## src/rtl/pi_loop_filter_gs.sv

```systemverilog
// pi_loop_filter_gs: gear-shifted PI loop filter producing the ADPLL DCO code.
// Define PI_LF_GEAR_EN to add the boosted-gain ACQUIRE phase.
module pi_loop_filter_gs #(
  parameter int ERROR_WIDTH   = 8,
  parameter int DCO_CC_WIDTH  = 5,
  parameter int KP_WIDTH      = 5,
  parameter int KP_FRAC_WIDTH = 4,
  parameter int KI_WIDTH      = 11,
  parameter int KI_FRAC_WIDTH = 10,
  parameter int GEAR_SHIFT    = 2,
  parameter int ACQ_CYCLES    = 64,
  parameter int LOCK_THRESH   = 2,
  parameter int LOCK_COUNT    = 16
) (
  input  logic                           gen_clk_i,
  input  logic                           reset_i,
  input  logic                           enable_i,
  input  logic signed [ERROR_WIDTH-1:0]  error_i,
  input  logic        [KP_WIDTH-1:0]     kp_i,
  input  logic        [KI_WIDTH-1:0]     ki_i,
  output logic        [DCO_CC_WIDTH-1:0] dco_cc_o,
  output logic                           locked_o,
  output logic        [1:0]              state_o
);
  localparam int KW   = (KP_WIDTH > KI_WIDTH) ? KP_WIDTH : KI_WIDTH;
  localparam int AW   = DCO_CC_WIDTH + KI_FRAC_WIDTH + 1;
  localparam int PW   = ERROR_WIDTH + KW + GEAR_SHIFT + 1;
  localparam int XW   = ((PW > AW) ? PW : AW) + 2;
  localparam int CNT  = (ACQ_CYCLES > LOCK_COUNT) ? ACQ_CYCLES : LOCK_COUNT;
  localparam int NW   = $clog2(CNT);
  localparam int MID  = 2 ** (DCO_CC_WIDTH - 1);
  localparam int MAXV = 2 ** DCO_CC_WIDTH - 1;
  localparam int AMAX = 2 ** (DCO_CC_WIDTH - 1 + KI_FRAC_WIDTH);
  localparam int EW1  = ERROR_WIDTH + 1;

  typedef enum logic [1:0] {
`ifdef PI_LF_GEAR_EN
    ST_ACQ = 2'd0,
`endif
    ST_TRK = 2'd1,
    ST_LCK = 2'd2
  } state_t;

`ifdef PI_LF_GEAR_EN
  localparam state_t ST_RST = ST_ACQ;
`else
  localparam state_t ST_RST = ST_TRK;
`endif

  state_t                   state_q, state_d;
  logic [NW-1:0]            lock_q, lock_d;
`ifdef PI_LF_GEAR_EN
  logic [NW-1:0]            acq_q, acq_d;
`endif
  logic signed [AW-1:0]     acc_q, acc_d;
  logic [DCO_CC_WIDTH-1:0]  dco_q, dco_d;

  logic                     gear_on;
  int                       g;
  logic signed [XW-1:0]     e_x, kp_x, ki_x;
  logic signed [XW-1:0]     p_x, d_x, nxt_x, sum_x;
  logic [ERROR_WIDTH:0]     e_abs;
  logic                     e_neg, e_pos, hi, lo;
  logic                     in_lock, far;

`ifdef PI_LF_GEAR_EN
  assign gear_on = (state_q == ST_ACQ);
`else
  assign gear_on = 1'b0;
`endif

  always_comb begin
    g     = gear_on ? GEAR_SHIFT : 0;
    e_x   = XW'(error_i);
    kp_x  = XW'(kp_i);
    ki_x  = XW'(ki_i);
    p_x   = ((e_x * kp_x) <<< g) >>> KP_FRAC_WIDTH;
    d_x   = (e_x * ki_x) <<< g;
    nxt_x = XW'(acc_q) + d_x;
    sum_x = XW'(MID) + p_x + (nxt_x >>> KI_FRAC_WIDTH);
    e_neg = error_i[ERROR_WIDTH-1];
    e_pos = !e_neg && (error_i != '0);
    hi    = sum_x > XW'(MAXV);
    lo    = sum_x < XW'(0);
    if (hi)      dco_d = DCO_CC_WIDTH'(MAXV);
    else if (lo) dco_d = '0;
    else         dco_d = sum_x[DCO_CC_WIDTH-1:0];
    // freeze the integrator while the output is pinned in the error's direction
    if ((hi && e_pos) || (lo && e_neg)) acc_d = acc_q;
    else if (nxt_x > XW'(AMAX))         acc_d = AW'(AMAX);
    else if (nxt_x < XW'(-AMAX))        acc_d = AW'(-AMAX);
    else                                acc_d = nxt_x[AW-1:0];
    e_abs   = e_neg ? -{e_neg, error_i} : {e_neg, error_i};
    in_lock = e_abs <= EW1'(LOCK_THRESH);
    far     = e_abs > EW1'(4 * LOCK_THRESH);
  end

  always_comb begin
    state_d = state_q;
    lock_d  = lock_q;
`ifdef PI_LF_GEAR_EN
    acq_d   = acq_q;
`endif
    unique case (state_q)
`ifdef PI_LF_GEAR_EN
      ST_ACQ: begin
        acq_d = acq_q + NW'(1);
        if (acq_q == NW'(ACQ_CYCLES - 1)) begin
          state_d = ST_TRK;
          lock_d  = '0;
        end
      end
`endif
      ST_TRK: begin
        lock_d = in_lock ? lock_q + NW'(1) : '0;
        if (in_lock && lock_q == NW'(LOCK_COUNT - 1))
          state_d = ST_LCK;
      end
      ST_LCK: begin
        if (far) begin
`ifdef PI_LF_GEAR_EN
          state_d = ST_ACQ;
          acq_d   = '0;
`else
          state_d = ST_TRK;
          lock_d  = '0;
`endif
        end else if (!in_lock) begin
          state_d = ST_TRK;
          lock_d  = '0;
        end
      end
      default: state_d = ST_RST;
    endcase
  end

  always_ff @(posedge gen_clk_i or posedge reset_i) begin
    if (reset_i) begin
      state_q <= ST_RST;
      lock_q  <= '0;
`ifdef PI_LF_GEAR_EN
      acq_q   <= '0;
`endif
      acc_q   <= '0;
      dco_q   <= DCO_CC_WIDTH'(MID);
    end else if (enable_i) begin
      state_q <= state_d;
      lock_q  <= lock_d;
`ifdef PI_LF_GEAR_EN
      acq_q   <= acq_d;
`endif
      acc_q   <= acc_d;
      dco_q   <= dco_d;
    end
  end

  assign dco_cc_o = dco_q;
  assign locked_o = (state_q == ST_LCK);
  assign state_o  = state_q;
endmodule

```

## config.mk

```make
export PLATFORM = sky130hd
export DESIGN_NAME = pi_loop_filter_gs
export DESIGN_NICKNAME = d
export VERILOG_FILES = /design/src/rtl/pi_loop_filter_gs.sv
export SDC_FILE = /design/constraint.sdc
export NUM_CORES = 1
export LEC_CHECK = 0
export ABC_AREA = 1
export BUFFER_PORTS_ARGS = -buffer_cell sky130_fd_sc_hd__buf_2
export CAP_MARGIN = 40
export CORE_MARGIN = 8
export CORE_UTILIZATION = 35
export CTS_BUF_LIST = sky130_fd_sc_hd__clkbuf_4 sky130_fd_sc_hd__clkbuf_8 sky130_fd_sc_hd__clkbuf_16
export DETAILED_ROUTE_END_ITERATION = 10
export GPL_TIMING_DRIVEN = 1
export SLEW_MARGIN = 30
export SYNTH_ARGS = -nofsm -noshare
export SYNTH_HDL_FRONTEND = slang
export SYNTH_SLANG_ARGS = --single-unit
```

## constraint.sdc

```tcl
create_clock -name gen_clk_i -period 6.3 [get_ports gen_clk_i]
set_clock_uncertainty 0.05 [all_clocks]
set_input_delay 0.315 -clock gen_clk_i [delete_from_list [all_inputs] [get_ports gen_clk_i]]
set_output_delay 0.315 -clock gen_clk_i [all_outputs]
set_load 0.005 [all_outputs]
```

### Yosys cells after proc, flatten, opt, wreduce, memory -nomap -nowiden

Cells that the tools add are included.
Widths: inputs -> output; s select.

* bits in registers: 29
* logic and storage cells: 47
* output and inout bits: 8

* reductions and logical operators: 11
* multiply operators: 2
* $lt $le $gt $ge: 6
* eq/ne operators: 5
* bitwise gates (word level): 1
* mux-type cells: 13
* $add $sub $neg: 5

Operator list (count)
* $mux 16: 2
* $add 16x20->21: 1
* $gt 21x16->1 const B: 1
* $lt 21x15->1 const B: 1
* $mul 8x12->20: 1
* $mux 6: 3
* $mul 8x6->14: 1
* $add 11x11->12: 1
* $gt 12x6->1 const B: 1
* $lt 12x1->1 const B: 1
* $pmux 6 s2: 1
* $add 6x10->11 const A: 1
* $mux 5: 2
* $gt 9x4->1 const B: 1
* $le 9x2->1 const B: 1
* $mux 9: 1
* $neg 9->9: 1
* $reduce_bool 8->1: 1
* $add 6x1->6 const B: 1
* $eq 6x4->1 const B: 1
* $mux 2: 3
* $reduce_and 3->1: 2
* $logic_and 1x1->1: 4
* $pmux 2 s2: 1
* 9 further kinds: 9

### Longest topological paths before layout

* word-level depth: 8
* depth in mapped cells: 41
* gate-level depth less buffers: 38

### Worst setup path before layout

Ideal clock, no wire load.

* path type: input port to flip-flop
* start point: input port error_i[7]
* end point: register acc_q[10]
* setup slack: -0.312 ns
* cell stages on the path: 36
* data required time: 6.126 ns
* arrival time: 6.438 ns
* buffers on the path: 2
* path through: inv_1 buf_1 or2_2 fa_1 fa_1 inv_1 fa_1 fa_1 fa_1 ha_1 nand2_2 nor2_2 nand3_2 nand2_2 nand2_1 nand2_1 inv_1 ha_1 ha_1 inv_1 fa_1 inv_1 nand3_1 nand2_1 nand2_1 nand2_1 nand2_1 nand2_1 nand2_1 nand2_1 nand3_2 nand2_2 inv_2 nand2_4 buf_6 o21bai_2

* cells in the longest elaborated chain, start to end: 8
* elaborated cells between the ends (all ways): 19
* classes of those cells: 3 x add/sub; 2 x mul; 4 x order compare; 2 x mux; 1 x bitwise; 7 x reduce/logical

RTL lines
* start, declared: RTL line 18 `input logic signed [ERROR_WIDTH-1:0] error_i,`
* $mul 8x12->20 / $mul 8x6->14 (equally long branches): RTL line 78, 77
* $add 16x20->21 / $add 6x10->11 (equally long branches): RTL line 79, 80
* $add 11x11->12: RTL line 80 `sum_x = XW'(MID) + p_x + (nxt_x >>> KI_FRAC_WIDTH);`
* $gt 12x6->1 / $lt 12x1->1 (equally long branches): RTL line 83, 84
* $logic_and 1x1->1: RTL line 89 `if ((hi && e_pos) || (lo && e_neg)) acc_d = acc_q;`
* $logic_or 1x1->1: RTL line 89
* $not 1->1 (no source line)
* $reduce_and 2->1 (no source line)
* end signal, assigned: RTL line 144 `acc_q <= '0;`
* end signal, assigned: RTL line 152 `acc_q <= acc_d;`
* end, declared: RTL line 55 `logic signed [AW-1:0] acc_q, acc_d;`

Several ways; a longest one is shown, not always the timed one.
A chain may end at the register's enable or synchronous reset.

### Worst setup path after layout

* start point: input port error_i[7]
* end point: register acc_q[5]

Same word-level chain as after synthesis.

==> summary.md <==
| Metric | Value |
|---|---|
| Status | finished clean |
| Chip height | ~170 um |
| Max FO, Critical Path | 7 |
| Largest net degree at the start of global routing | 30 |
| DRC violations left | 0 |
| Hpwl dp | ~17 mm |
| Synth Instances | ~1,100 |
| Post-DRT Antenna Nets | 0 |
| Setup crit start kind | input pin |
| Sequential area share after synthesis | between 9 and 10% |
| Total grt overflow | 0 |
| Top Ports | 35 |
| Starting Density | between 30% and 40% |
| Design Area, Final | between 9000 and 10,000 sq um |
| Via count | ~6,900 |
| Most frequent cells in the layout | 291 x nand2_1, 281 x inv_1, 96 x fa_1, 84 x buf_4, 78 x ha_1 |
| Final setup fails | 0 |
| Min Tclk post-route | slightly above 6 ns |
| CTS Buffer Depth | 2 |
| GRT Total Usage | around 15% |
| Detail-routed net length per standard cell | around 14 um |
| Routed WL | ~21 mm |
| Adder-Cell Fraction of Synth Area | between 40% and 50% |
| Vias in the first global route | 6,968 |
| CP Data Required Time | about 6.4 ns |
| CP arrival | 6.16 ns |
| Max Fclk | about 170 MHz |
| First-pass GRT wire length | around 34 mm |
| Yosys cell types | 38 |
| CTS Buf Count | 5 |
| Placed instance area | 8980 sq um |
| Initial DRC Count | between 200 and 300 |
| DIE WIDTH | ~170 um |
| Dominant combinational cell family by area after synthesis | adder cells |
| CTS tree | yes |
| Synth Net Count | around 1,300 |
| Synth Area in Compound Gates | under 10% |
| Post-Synth XOR/XNOR Area | under 10% |
| I/O Buffers | 34 |
| Slowest-stage cell, CP | fa_1 |
| Final net count | roughly 1,400 |
| Ant. Diodes | 0 |
| Final core occ | 42.9% |
| Core area | approximately 22,000 sq um |
| GPL Wtd Cong | roughly 0.88 |
| WHS | around 0.082 ns |
| Die area | 27,500 sq um |
| First drt pass iteration count | 5 |
| Fill cell count | about 2,300 |
| Synth Register Bits | 29 |
| Clk slew on worst S/H paths | 0.05 ns |
| Most used cell, CP | nand2_2 |
| Vias per cell | approximately 4.6 |
| Commonest non-fill, non-tap cell in the layout | nand2_1 |
| Period utilization | between 90% and 100% |
| Synthesis-to-finish area growth | 21.9% |
| Yosys top cell by area | fa_1 |
| Clock Sinks | 29 |
| Reg area | ~730 sq um |
| Rel. slew slack | between 60% and 70% |
| Mapped Avg Cell Area | about 7 sq um |
| Clock root buffer master | clkbuf_16 |
| Max Cap Viol | 0 |
| Multiplexer share of the synthesized area | 0% |
| Largest cells by area after synthesis | fa_1 25%, ha_1 16%, nand2_1 15%, inv_1 14%, dfrtp_1 8.6% |
| Max Slew Vio Count | 0 |
| Category of the most critical setup path | in -> reg |
| Final hold vios | 0 |
| Worst setup EP type | register |
| Worst Tran Pin Value | 0.488 ns |
| # H-tree levels | 2 |
| Post-Synth Simple-Gate Area | between 20% and 30% |
| Row cnt | 55 |
| Synth warn | 0 |
| Worst Hold Class | in -> async |
| Antenna violations before repair | 1 |
| Yosys top cell area share | between 20% and 30% |
| Area of the multi-input gates | approximately 6300 sq um |
| Worst skew pair latency | around 0.28 ns |
| CP max stage delay | 0.52 ns |
| Share of layout cells above drive strength 1 | 20.1% |
| Post-Syn Area | roughly 8000 sq um |
-- metal layers --
layer | vias to the layer above | routed length, um | track usage [%]
met5 | - | 13 | 0
met4 | 2 | 237 | 2.09
met3 | 20 | 544 | 1.74
met2 | 99 | 10100 | 26.2
met1 | 3257 | 9840 | 19.9
li1 | 3515 | - | -
-- cell usage after synthesis --
master,n
nand3_1,43
nand3b_1,8
o21ai_0,14
xor2_1,15
nor2_2,4
dfstp_2,2
nand2_1,310
nor3_2,2
o21bai_2,10
buf_6,2
o22ai_1,5
xnor2_1,11
buf_1,4
or2_4,1
clkbuf_1,21
clkbuf_2,3
nand2_4,1
and2_1,2
buf_4,1
nand3_2,4
buf_2,5
o211ai_1,2
o31ai_1,1
ha_1,98
o21bai_1,4
nand4_1,12
inv_2,4
fa_1,99
a211oi_1,1
inv_1,285
a21oi_1,39
dfrtp_1,27
a31oi_1,1
nand3b_4,1
or2_2,3
nor3_1,5
nor2_1,52
nand2_2,14
-- timing repair --
item | CTS | global route
buffers inserted | 0 | 3
gates resized for setup | 4 | 74
pin swaps | 0 | 28
cloned | 0 | 2
endpoints found under the setup margin | 14 | 21
hold buffers | 0 | 0
hold endpoints to repair | 0 | 0
-- metrics by stage --
stage	TNS, ns	setup WS, ns	std cells
floorplan	0	0.0134	1116
global placement	-4.27	-0.258	1488
detailed placement	-5.59	-0.332	1488
CTS	0	0.00946	1496
global route	-0.122	-0.0389	1501
finish	0	0.250	1501
-- flip-flops by register name, summed over array words and instances (netlist names) --
name	flops
state_o	2
lock_q	6
acc_q	16
dco_cc_o	5
-- worst paths after layout --
kind / cells after the start / start / slack [ns] / to
min in group gen_clk_i: 3 / enable_i / 0.35 / dco_cc_o[4]
setup reg to reg: 35 / acc_q[6] / 0.31 / acc_q[5]
hold reg to reg: 2 / acc_q[15] / 0.44 / acc_q[15]
hold / removal: 3 / reset_i / 0.08 / state_o[1]
setup / recovery: 35 / error_i[7] / 0.25 / acc_q[5]
max in group asynchronous: 3 / reset_i / 5.78 / dco_cc_o[4]
-- logic make-up after synthesis --
logic type | count (synthesis)
adders and majority gates | 197
DFF | 29
xor gates and xnor gates | 26
AOI/OAI and AO/OA | 77
and+or+nand+nor | 462
buffers and inverters | 325
-- layout make-up --
cell class / instances / share of cell area [%]
Clock inverter: 2 / 0.104
Inverter: 289 / 11.4
Sequential cell: 29 / 7.59
Clock buffer: 6 / 1.38
Timing Repair Buffer: 127 / 10.1
Tap cell: 285 / 3.72
Multi-Input combinational cell: 763 / 65.7
-- worst max-delay path: cells and delay by family --
family	cells	cell delay, ns
AO/OA/AOI/OAI	2	0.24
adder cells (fa/ha/maj)	9	3.60
buffers and inverters	8	0.66
AND/OR/NAND/NOR	16	1.35
Power is not shown: default switching activity piles up to over one toggle a cycle in this logic, so the estimate is an artifact.
